**src/rtl/aes128_key_schedule.sv**
```systemverilog
// Iterative AES-128 key expansion: one round key per valid/ready handshake,
// using an external pipelined S-box fed with RotWord(w3).
`timescale 1ns/1ps
module aes128_key_schedule #(
  parameter int unsigned SBOX_LAT = 3
) (
  input  logic         clk_i,
  input  logic         rst_i,
  input  logic         start_i,
  input  logic [127:0] key_i,
  output logic [127:0] rk_o,
  output logic [3:0]   rk_idx_o,
  output logic         rk_valid_o,
  input  logic         rk_ready_i,
  output logic         busy_o,
  output logic [31:0]  sbox_in_o,
  input  logic [31:0]  sbox_out_i
);

  typedef logic [7:0] bv8_t;
  typedef bv8_t [3:0] word_t;
  typedef enum logic [1:0] {ST_IDLE, ST_OUT, ST_SBOX} state_t;

  localparam int unsigned CW        = $clog2(SBOX_LAT + 1);
  localparam bv8_t        RCON_INIT = 8'h01;
  localparam logic [3:0]  LAST_RND  = 4'd10;

  state_t         r_state;
  state_t         w_state_nxt;
  word_t          r_w0, r_w1, r_w2, r_w3;
  logic [3:0]     r_rnd;
  bv8_t           r_rcon;
  logic [CW-1:0]  r_cnt;

  word_t          w_t, w_n0, w_n1, w_n2, w_n3;
  bv8_t           w_rcon_nxt;
  logic           w_sbox_done;

  // K is frozen for the whole SBOX wait, so the S-box result is stable once it arrives
  assign w_sbox_done = (r_cnt == CW'(SBOX_LAT));
  assign w_t         = sbox_out_i ^ {r_rcon, 24'h000000};
  assign w_n0        = r_w0 ^ w_t;
  assign w_n1        = r_w1 ^ w_n0;
  assign w_n2        = r_w2 ^ w_n1;
  assign w_n3        = r_w3 ^ w_n2;
  assign w_rcon_nxt  = {r_rcon[6:0], 1'b0} ^ (r_rcon[7] ? 8'h1b : 8'h00);

  assign rk_o       = {r_w0, r_w1, r_w2, r_w3};
  assign rk_idx_o   = r_rnd;
  assign rk_valid_o = (r_state == ST_OUT);
  assign busy_o     = (r_state != ST_IDLE);
  assign sbox_in_o  = {r_w3[2:0], r_w3[3]};

  always_ff @(posedge clk_i or posedge rst_i) begin
    if (rst_i) begin
      r_state <= ST_IDLE;
    end else begin
      r_state <= w_state_nxt;
    end
  end

  always_comb begin
    w_state_nxt = r_state;
    unique case (r_state)
      ST_IDLE: if (start_i) w_state_nxt = ST_OUT;
      ST_OUT:  if (rk_ready_i) w_state_nxt = (r_rnd == LAST_RND) ? ST_IDLE : ST_SBOX;
      ST_SBOX: if (w_sbox_done) w_state_nxt = ST_OUT;
      default: w_state_nxt = ST_IDLE;
    endcase
  end

  always_ff @(posedge clk_i or posedge rst_i) begin
    if (rst_i) begin
      r_w0   <= '0;
      r_w1   <= '0;
      r_w2   <= '0;
      r_w3   <= '0;
      r_rnd  <= '0;
      r_rcon <= RCON_INIT;
      r_cnt  <= '0;
    end else begin
      unique case (r_state)
        ST_IDLE: begin
          if (start_i) begin
            {r_w0, r_w1, r_w2, r_w3} <= key_i;
            r_rnd  <= '0;
            r_rcon <= RCON_INIT;
          end
        end
        ST_OUT: begin
          if (rk_ready_i && (r_rnd != LAST_RND)) r_cnt <= '0;
        end
        ST_SBOX: begin
          r_cnt <= r_cnt + CW'(1);
          if (w_sbox_done) begin
            r_w0   <= w_n0;
            r_w1   <= w_n1;
            r_w2   <= w_n2;
            r_w3   <= w_n3;
            r_rnd  <= r_rnd + 4'd1;
            r_rcon <= w_rcon_nxt;
          end
        end
        default: ;
      endcase
    end
  end

endmodule

```
**config.mk**
```make
export PLATFORM = sky130hd
export DESIGN_NAME = aes128_key_schedule
export DESIGN_NICKNAME = d
export VERILOG_FILES = /design/src/rtl/aes128_key_schedule.sv
export SDC_FILE = /design/constraint.sdc
export NUM_CORES = 1
export LEC_CHECK = 0
export CORE_ASPECT_RATIO = 0.75
export CORE_MARGIN = 3
export CORE_UTILIZATION = 35
export CTS_CLUSTER_SIZE = 20
export DETAILED_ROUTE_END_ITERATION = 10
export SLEW_MARGIN = 20
export SYNTH_ARGS = -nofsm -noshare
export SYNTH_HDL_FRONTEND = slang
export SYNTH_SLANG_ARGS = --single-unit
```
**constraint.sdc**
```tcl
create_clock -name clk_i -period 5.9 [get_ports clk_i]
set_clock_uncertainty 0.05 [all_clocks]
set_input_delay 0.885 -clock clk_i [delete_from_list [all_inputs] [get_ports clk_i]]
set_output_delay 0.885 -clock clk_i [all_outputs]
set_load 0.03 [all_outputs]
```
Word-level counts from Yosys, hierarchy flattened
Cells that the tools add are included.
- multiplexer cells: 26
- multiply operators: 0
- shift operators: 0
- divide/modulo/power cells: 0
- order comparisons: 0
- add/subtract/negate cells: 2
- reduce and logical (&&, ||, !) cells: 8
- eq/ne operators: 9
- bitwise gates (word level): 6
- operators with widths (cell ; count):
    two-way mux 32 bit ; 8
    one-hot mux 32 bit (2 select lines) ; 4
    bitwise XOR 32 bit ; 5
    two-way mux 8 bit ; 2
    one-hot mux 8 bit (2 select lines) ; 1
    two-way mux 2 bit ; 5
    two-way mux 4 bit ; 2
    one-hot mux 4 bit (2 select lines) ; 1
    bitwise XOR 8 x 5 -> 8 bit ; 1
    one-hot mux 2 bit (3 select lines) ; 1
    AND reduction 3 bit ; 2
    nonzero test 2 bit ; 3
    two-way mux 5 bit ; 1
    adder 4 x 1 -> 4 bit (second input constant) ; 1
    == test 2 bit (second input constant) ; 2
    == test 4 bit (second input constant) ; 1
    inequality test 2 x 1 -> 1 bit (second input constant) ; 2
    inequality test 2 bit (second input constant) ; 2
    inequality test 4 bit (second input constant) ; 1
    one-hot mux 2 bit (2 select lines) ; 1
    adder 2 x 1 -> 2 bit (second input constant) ; 1
    == test 2 x 1 -> 1 bit (second input constant) ; 1
    zero test 2 bit ; 1
    AND reduction 2 bit ; 1
    logical AND 1 bit ; 1
- output and inout port bits: 166
- input bits: 164
- RAM bits: 0
- latch bits: 0
- memories kept: 0
- register bits after elaboration: 144
- memory bits (read-only): 0

Depth between registers and ports, before layout
Gate-level depths: netlist of the first run.
- depth after elaboration: 7
- depth in mapped cells: 8
- depth with buffers taken out: 6

Least setup slack after synthesis of the first run
No wires, ideal clock.
- path kind: register to output
- from: register r_state[1]
- to: output port busy_o
- slack: 3.721 ns
- buffers on the path: 3
- cell stages (with the launch flop): 5
- data required time: 4.965 ns
- arrival: 1.244 ns
- cell sequence: dfrtp_1 buf_4 clkbuf_1 clkbuf_1 or2_2
- cells in the longest elaborated chain, start to end: 1
- RTL lines (item ; line ; source):
    start, declared ; 28 ; state_t r_state;
    start signal, assigned ; 58 ; r_state <= w_state_nxt;
    nonzero test 2 bit ; 51 ; assign busy_o = (r_state != ST_IDLE);
    end, declared ; 15 ; output logic busy_o,
Every way passes these cells.

Final worst setup path of the first run
- from: register r_state[1]
- to: output port rk_valid_o
- cells in the longest elaborated chain, start to end: 1
- RTL lines (item ; line ; source):
    == test 2 x 1 -> 1 bit ; 50 ; assign rk_valid_o = (r_state == ST_OUT);
    end, declared ; 13 ; output logic rk_valid_o,
Every way passes these cells.

==> impl_metrics.tcl, run 1 <==
set metrics [dict create \
    rsz0062_at_grt "false" \
    clock_sinks 144 \
    cp.required_ns 4.97 \
    async_flop_share_pct 100.0 \
    worst_slew_pin_slew_ns 1.003 \
    die-area_um2 29260 \
    rrSetupSlack_ns 2.47 \
    ys_ff_latch 144 \
    setup_tns_ns 0 \
    synth_area_leaders "dfrtp_1, xnor2_1, a2bb2oi_2" \
    setup_viol 0 \
    max-clock-path-buffers 2 \
    ant_nets 0 \
    final_cell_mix "clkdlybuf4s50_1, dfrtp_1, nand2_1" \
    cts_root_buf "clkbuf_16" \
    dp_cells 1557 \
    avgRoutedWirePerCell_um 19.38 \
    fmax_ghz 0.2753 \
    drive_gt1_share_pct 11.57 \
    drt_pass1_iterations 5 \
    grt_pass1_wl_um 47560 \
    comb_power_share_pct 64.0 \
    ctsResizeCount 0 \
    critPathLaunchType "flip-flop" \
    coreArea_um2 26350 \
    layout_commonest_cell "clkdlybuf4s50_1" \
    slew_headroom_pct 33.12 \
    rows 51 \
    hpwl_um 21600 \
    worst-setup-path-type "flip-flop to output port" \
    synth_top_area_share_pct 37.56 \
    globalplace.congestion 0.7867 \
    cp-startpoint "r_state[1]$_DFFE_PP0P_" \
    syn_to_final_growth_pct 39.43 \
    finalWirelength_um 30820 \
    power_frac_clock_pct 11.9 \
    peakVddDrop_v 0.0002584 \
    reg2reg_to "rk_o[23]$_DFFE_PP0P_" \
    ys_seq_area_share_pct 37.84 \
    critPathCaptureType "output port" \
    pin_count 330 \
    finalWorstSetupSlack_ns 2.268 \
    pwr-share-seq_pct 24.1 \
    grtUsageTotal_pct 20.61 \
    avgSynthCellArea_um2 9.701 \
    start_util_pct 36.15 \
    hold_viol 0 \
    grt_max_degree 121 \
    switchingPower_mw 4.203 \
    synth_edf_count 0 \
    clk_pin_slew_ns 0.07 \
    postCtsHoldBufs 0 \
    syn-cell-area_um2 9527 \
    p_leak_nw 4.868 \
    dieWidth_um 196.5 \
    power_density_nw_per_um2 649.3 \
    synth_cell_types 40 \
    n_fill_cell 2446 \
    via_count 8423 \
    fin_crit_sh_pct 61.56 \
    cts_buffers 17 \
    grt_pass1_vias 8123 \
    p_int_mw 4.422 \
    reg2reg_depth 7 \
    cts_tree "done" \
    swShare_pct 48.73 \
    drv_cap 0 \
    via_per_inst 5.297 \
    synthFlopType "dfrtp_1" \
    reg2reg_from "r_state[1]$_DFFE_PP0P_" \
    die_y_um 148.9 \
    finalMaxSlewViolations 0 \
    drc_errors 0 \
    post-place-ws_ns 2.462 \
    fin_nets 1399 \
    postCtsSetupBuffers 0 \
    synth_top_area_cell "dfrtp_1" \
    synth_nets 1149 \
    yosysWarnings 0 \
    cp-endpoint "rk_valid_o" \
    antenna_found_initial 3 \
    status "finished clean" \
    io_buffer_count 329 \
    period_needed_ns 3.632 \
    clock_latency_ns 0.42 \
    syn_inst 982 \
    path_max_fanout 33 \
    arrival_ns 2.70 \
    grt_remaining_overflow 0 \
    cts_htree_levels 4 \
    hold_path.class "flip-flop to flip-flop" \
    initialDrtViolationCount 471 \
    final_cell_count_no_fill 1590 \
]
worst max-delay path, stage by stage, from the launching register on:
cell	delay, ns
dfrtp_2	0.79
buf_4	0.54
inv_1	0.14
nand2_1	0.11
inv_1	0.06
clkdlybuf4s50_1	0.61
cells by family after synthesis:
logic type      count (synthesis)  share of synthesized area [%]
compound gates                401                          31.25
xor+xnor                      123                          14.47
fa+ha+maj                       3                         0.3941
buf+inv                       116                          6.974
flops                         144                          37.84
mux                             2                         0.2101
simple gates                  193                          8.865
worst min-delay path by stage:
stage | start | end | depth (start not counted)
2_1_floorplan | r_cnt[0]$_DFFE_PP0P_ | r_cnt[0]$_DFFE_PP0P_ | 1
3_3_place_gp | r_cnt[1]$_DFFE_PP0P_ | r_cnt[1]$_DFFE_PP0P_ | 2
3_5_place_dp | r_cnt[1]$_DFFE_PP0P_ | r_cnt[1]$_DFFE_PP0P_ | 2
4_1_cts | r_cnt[0]$_DFFE_PP0P_ | r_cnt[0]$_DFFE_PP0P_ | 1
5_1_grt | r_cnt[1]$_DFFE_PP0P_ | r_cnt[1]$_DFFE_PP0P_ | 2
6_report | r_cnt[0]$_DFFE_PP0P_ | r_cnt[0]$_DFFE_PP0P_ | 1
cell type report:
| type | count | area, um^2 | share of cell area (%) |
|---|---|---|---|
| clock buffer | 19 | 442.9 | 3.335 |
| multi-input combinational | 722 | 5280 | 39.75 |
| inverter | 8 | 35.03 | 0.2638 |
| clock inverter | 13 | 105.1 | 0.7913 |
| timing repair buffer | 339 | 3381 | 25.45 |
| tap | 344 | 430.4 | 3.240 |
| sequential | 144 | 3606 | 27.15 |
| antenna | 1 | 2.502 | 0.01884 |
Yosys cell counts (7+ instances only):
cell type	instances
xnor3_1	8
o21ai_0	69
a22oi_1	24
nor2_1	32
nand2_1	123
clkbuf_1	25
a21oi_1	92
xor3_1	8
buf_2	42
xnor2_1	99
a2bb2oi_2	39
inv_1	8
buf_4	35
nor3b_1	24
xnor2_2	7
o2bb2ai_1	39
o22ai_1	76
dfrtp_1	143
a21oi_2	39
o2bb2ai_2	9
metrics by stage:
stage / hold slack [ns] / utilization [%] / instance area [um^2] / power (mW)
4_1_cts: 0.4553 / 50.39 / 13280 / 8.708
3_3_place_gp: 0.4391 / 48.31 / 12730 / 7.561
3_5_place_dp: 0.4462 / 48.31 / 12730 / 7.636
5_1_grt: 0.4869 / 50.40 / 13280 / 9.184
2_1_floorplan: 0.4174 / - / 9527 / 5.963
6_report: 0.4504 / 50.40 / 13280 / 8.625
state kept, by name, summed over array words and instances, names as in the netlist:
register	count
r_state	2
rk_idx_o	4
rk_o	128
r_cnt	2
r_rcon	8
routing by layer:
layer / share of wire (%) / wire [um] / global-route usage (%) / vias to the layer above
li1: - / - / - / 4036
met1: 45 / 13940 / 28.52 / 4099
met2: 45 / 13950 / 31.82 / 261
met3: 8.5 / 2612 / 6.706 / 23
met4: 0.95 / 293 / 4.239 / 4
met5: 0.068 / 21 / 0 / -
power groups by stage:
stage,combinational (mW),sequential [mW],clock (mW)
4_1_cts,5.57,2.08,1.06
6_report,5.52,2.08,1.03
3_3_place_gp,5.48,2.08,0
3_5_place_dp,5.55,2.09,0
5_1_grt,5.92,2.17,1.10
2_1_floorplan,3.20,2.77,0
Power figures use the tool's default switching activity.
==> run 2: changes to the inputs <==
- PLACE_DENSITY: default -> 0.67
- clock period: 5.9 -> 3.15 ns (I/O delays scaled with it)
==> run 2 against run 1 <==
Sequential share of layout area shrank 0.35 points. Wire length fell by 1.3%. Via count grew 0.78%.
==> impl_metrics.tcl, run 2 (same netlist as run 1, synthesis figures left out) <==
set metrics [dict create \
    status "finished clean" \
    rows 51 \
    setup_tns_ns 0 \
    pin_count 330 \
    largest_reg_flops 128 \
    postCtsHoldBufs 0 \
    layout_commonest_cell "clkdlybuf4s50_1" \
    drc_errors 0 \
    rrSetupSlack_ns 0.80 \
    critPathCaptureType "output port" \
    max-clock-path-buffers 2 \
    power_density_nw_per_um2 1218 \
    grt_pass1_wl_um 47300 \
    multi_input_area_um2 5280 \
    ctsResizeCount 0 \
    cts_root_buf "clkbuf_16" \
    fin_crit_sh_pct 89.86 \
    clock_latency_ns 0.42 \
    fmax_ghz 0.3533 \
    cts_buffers 17 \
    drive_gt1_share_pct 11.84 \
    hpwl_um 21500 \
    hold_viol 0 \
    finalWirelength_um 30430 \
    setup_viol 0 \
    ant_nets 0 \
    seqCellArea_um2 3606 \
    diodes 0 \
    via_per_inst 5.326 \
    postCtsSetupBuffers 0 \
    slew_headroom_pct 46.26 \
    fin_nets 1405 \
    dp_cells 1563 \
    clk_pin_slew_ns 0.06 \
    clock_sinks 144 \
    syn_to_final_growth_pct 41.27 \
    grt_pass1_vias 8268 \
    cts_tree "done" \
    globalplace.congestion 0.7908 \
    rsz0062_at_grt "false" \
    path_max_fanout 31 \
    worst_slew_pin_slew_ns 0.8061 \
    cp.required_ns 2.63 \
    p_leak_nw 4.936 \
    finalMaxSlewViolations 0 \
    antenna_found_initial 0 \
    start_util_pct 36.15 \
    grtUsageTotal_pct 20.39 \
    drt_pass1_iterations 5 \
    drv_cap 0 \
    grt_max_degree 95 \
    arrival_ns 2.31 \
    grt_remaining_overflow 0 \
    peakVddDrop_v 0.0005965 \
    final_cell_count_no_fill 1594 \
    die_y_um 148.9 \
    coreArea_um2 26350 \
    die-area_um2 29260 \
    io_buffer_count 329 \
    period_needed_ns 2.830 \
    avgRoutedWirePerCell_um 19.09 \
    critPathLaunchType "flip-flop" \
    cts_htree_levels 4 \
    via_count 8489 \
    worst-setup-path-type "flip-flop to output port" \
    initialDrtViolationCount 337 \
    final_cell_mix "clkdlybuf4s50_1, dfrtp_1, nand2_1" \
    n_fill_cell 2396 \
    hold_path.class "primary input to asynchronous set/reset pin" \
    dieWidth_um 196.5 \
]
run 2: cell types whose count changed in the layout (fill, tap and decap cells not counted):
| cell | change |
|---|---|
| buf_4 | -3 |
| inv_6 | -5 |
| clkinvlp_4 | +2 |
| buf_12 | +9 |
| clkinv_4 | -3 |
| bufinv_16 | +1 |
| clkbuf_8 | +3 |
| diode_2 | -1 |
| clkbuf_1 | +1 |
run 2: layer usage:
layer | part of all wire, % | GRT usage, % | vias up | wire [um]
met5 | 0 | 0 | - | 0
met4 | 1.0 | 4.346 | 0 | 309
met2 | 48 | 33.87 | 278 | 14570
met3 | 7.4 | 5.599 | 16 | 2244
met1 | 44 | 26.85 | 4162 | 13300
li1 | - | - | 4033 | -
run 2: final cells by class:
cell class | count | share of cell area (%)
Inverter | 8 | 0.2510
Multi-Input combinational cell | 722 | 39.23
Tap cell | 344 | 3.198
Sequential cell | 144 | 26.79
Clock inverter | 8 | 0.6043
Clock buffer | 23 | 3.626
Timing Repair Buffer | 345 | 26.29
run 2: critical path, stage by stage, from the launching register on:
cell and delay, ns:
dfrtp_2 0.89, inv_1 0.18, nand2_1 0.14, inv_1 0.07, clkdlybuf4s50_1 0.61
run 2: metrics by stage:
stage | instance area (um^2) | power (mW) | utilization [%] | hold slack, ns | setup WS [ns]
final | 13460 | 16.39 | 51.07 | 0.2520 | 0.3195
after global routing | 13460 | 17.41 | 51.07 | 0.2473 | 0.1608
after CTS | 13460 | 16.52 | 51.07 | 0.2334 | 0.3097
after detailed placement | 12890 | 14.45 | 48.91 | 0.4479 | 0.7885
after global placement | 12890 | 14.22 | 48.91 | 0.4344 | 0.8280
after floorplan | 9530 | 11.17 | - | 0.4174 | 0.8233
run 2: report_power, final:
part           internal, mW  switching (mW)
clock                  1.17           0.845
combinational          4.66            5.79
sequential             2.70            1.23
total                  8.53            7.86
run 2: final timing paths:
check,startpoint,to,cells past startpoint
worst min register to register,r_cnt[0]$_DFFE_PP0P_,r_cnt[0]$_DFFE_PP0P_,1
max in group asynchronous,rst_i,rk_o[111]$_DFFE_PP0P_,3
worst max register to register,r_state[1]$_DFFE_PP0P_,rk_o[115]$_DFFE_PP0P_,5
min in group clk_i,r_cnt[0]$_DFFE_PP0P_,r_cnt[0]$_DFFE_PP0P_,1
worst min-delay path,rst_i,rk_o[96]$_DFFE_PP0P_,2
worst max-delay path,r_state[1]$_DFFE_PP0P_,rk_valid_o,4
==> run 3: changes to the inputs <==
- CORE_UTILIZATION: 35 -> 42
- PLACE_DENSITY: 0.67 -> 0.78
==> run 3 against run 2 <==
Power up 0.23%. Critical path depth unchanged. Worst setup slack better by 0.27 ns. Fmax up 10%. Worst hold slack better by 0.12 ns. Final cell count down 2.9%. Critical endpoint unchanged. Largest power group unchanged.
==> impl_metrics.tcl, run 3 (same netlist as run 1, synthesis figures left out) <==
set metrics [dict create \
    status "finished clean" \
    path_cells "inv_1 > nand2_1 > inv_1 > clkdlybuf4s50_1" \
    pin_count 330 \
    worst-path-buf-inv 3 \
    peakVddDrop_v 0.0007503 \
    finalWorstSetupSlack_ns 0.5876 \
    grtUsageTotal_pct 23.59 \
    period_needed_ns 2.562 \
    setup_tns_ns 0 \
    power_density_nw_per_um2 1223 \
    clock_latency_ns 0.42 \
    antenna_found_initial 1 \
    drt_pass1_iterations 4 \
    slew_headroom_pct 54.26 \
    worst-setup-path-type "flip-flop to output port" \
    drive_gt1_share_pct 12.14 \
    via_count 8649 \
    layout_commonest_cell "clkdlybuf4s50_1" \
    die_y_um 136.4 \
    cp_common_cell "inv_1" \
    hpwl_um 21260 \
    drc_errors 0 \
    io_buffer_count 329 \
    slowest_stage "clkdlybuf4s50_1" \
    setup_viol 0 \
    hold_viol 0 \
    ctsResizeCount 0 \
    finalMaxSlewViolations 0 \
    fmax_ghz 0.3903 \
    rsz0062_at_grt "false" \
    avgRoutedWirePerCell_um 19.31 \
    max-clock-path-buffers 2 \
    ant_nets 0 \
    critPathCaptureType "output port" \
    finalPower_mw 16.43 \
    globalplace.congestion 0.8447 \
    die-area_um2 24540 \
    hold_path.class "primary input to asynchronous set/reset pin" \
    clk_pin_slew_ns 0.07 \
    grt_max_degree 100 \
    grt_pass1_vias 8492 \
    final_cell_mix "clkdlybuf4s50_1, dfrtp_1, nand2_1" \
    critPathLaunchType "flip-flop" \
    arrival_ns 2.04 \
    critPathMaxStageDelay_ns 0.70 \
    finalWirelength_um 29870 \
    largest_reg_flops 128 \
    cts_tree "done" \
    rows 47 \
    fin_crit_sh_pct 81.34 \
    postCtsSetupBuffers 0 \
    grt_pass1_wl_um 46550 \
    cts_root_buf "clkbuf_16" \
    cp.required_ns 2.63 \
    cpLargestDelayFamily "buffers and inverters" \
    start_util_pct 42.97 \
    p_leak_nw 4.958 \
    drv_cap 0 \
    worst_slew_pin_slew_ns 0.6847 \
    cts_buffers 17 \
    fin_nets 1406 \
    via_per_inst 5.591 \
    syn_to_final_growth_pct 40.95 \
    initialDrtViolationCount 524 \
    clock_sinks 144 \
    dieWidth_um 179.9 \
    post-place-ws_ns 0.7591 \
    path_max_fanout 18 \
    postCtsHoldBufs 0 \
    cts_htree_levels 4 \
    coreArea_um2 22170 \
    grt_remaining_overflow 0 \
]
-- run 3: cell types whose count changed in the layout (fill, tap and decap cells not counted), sizes merged --
cell	change
clkbuf	-4
inv	+4
clkinv	+2
buf	+1
clkinvlp	-1
diode	+1
-- run 3: metrics by stage --
step	util, %	std cells	instance area (um^2)	hold WS, ns
after global placement	57.94	1514	12850	0.4364
after CTS	60.56	1546	13430	0.3587
final	60.57	1547	13430	0.3675
after floorplan	-	982	9530	0.4174
after global routing	60.57	1547	13430	0.3841
after detailed placement	57.94	1514	12850	0.4452
-- run 3: final timing paths --
| kind | start | to | slack [ns] | depth (start not counted) |
|---|---|---|---|---|
| worst max-delay path | r_state[1]$_DFFE_PP0P_ | rk_valid_o | 0.59 | 4 |
| worst min-delay path | rst_i | rk_o[109]$_DFFE_PP0P_ | 0.37 | 2 |
| worst max register to register | r_cnt[0]$_DFFE_PP0P_ | rk_o[1]$_DFFE_PP0P_ | 0.82 | 6 |
| worst min register to register | r_cnt[0]$_DFFE_PP0P_ | r_cnt[0]$_DFFE_PP0P_ | 0.46 | 1 |
| max in group asynchronous | rst_i | r_rcon[0]$_DFFE_PP1P_ | 2.03 | 3 |
| min in group clk_i | r_cnt[0]$_DFFE_PP0P_ | r_cnt[0]$_DFFE_PP0P_ | 0.46 | 1 |
-- run 3: layout make-up --
class / instances / area, um^2
inverter: 8 / 33.78
clock inverter: 13 / 126.4
antenna: 1 / 2.502
timing repair buffer: 346 / 3558
tap: 294 / 367.9
sequential: 144 / 3606
clock buffer: 19 / 452.9
multi-input combinational: 722 / 5280
fill: 1882 / 8742
-- run 3: layer usage --
| layer | up-vias | GRT usage (%) | part of all wire, % |
|---|---|---|---|
| li1 | 4050 | - | - |
| met1 | 4229 | 30.39 | 43 |
| met2 | 326 | 39.03 | 47 |
| met3 | 44 | 5.884 | 7.4 |
| met4 | 0 | 8.244 | 2.2 |
| met5 | - | 0 | 0 |
-- run 3: worst reg2reg max path, cell delays in order, from the launching register on --
cell	delay (ns)
dfrtp_1	0.39
ha_1	0.35
mux2i_1	0.36
or2_4	0.42
buf_12	0.32
a21oi_2	0.16
a2bb2oi_2	0.14
-- run 3: report_power, final --
part	total (mW)	internal (mW)	switching, mW
Sequential	3.90	2.70	1.20
Clock	2.01	1.14	0.868
Combinational	10.5	4.66	5.86
Total	16.4	8.50	7.93
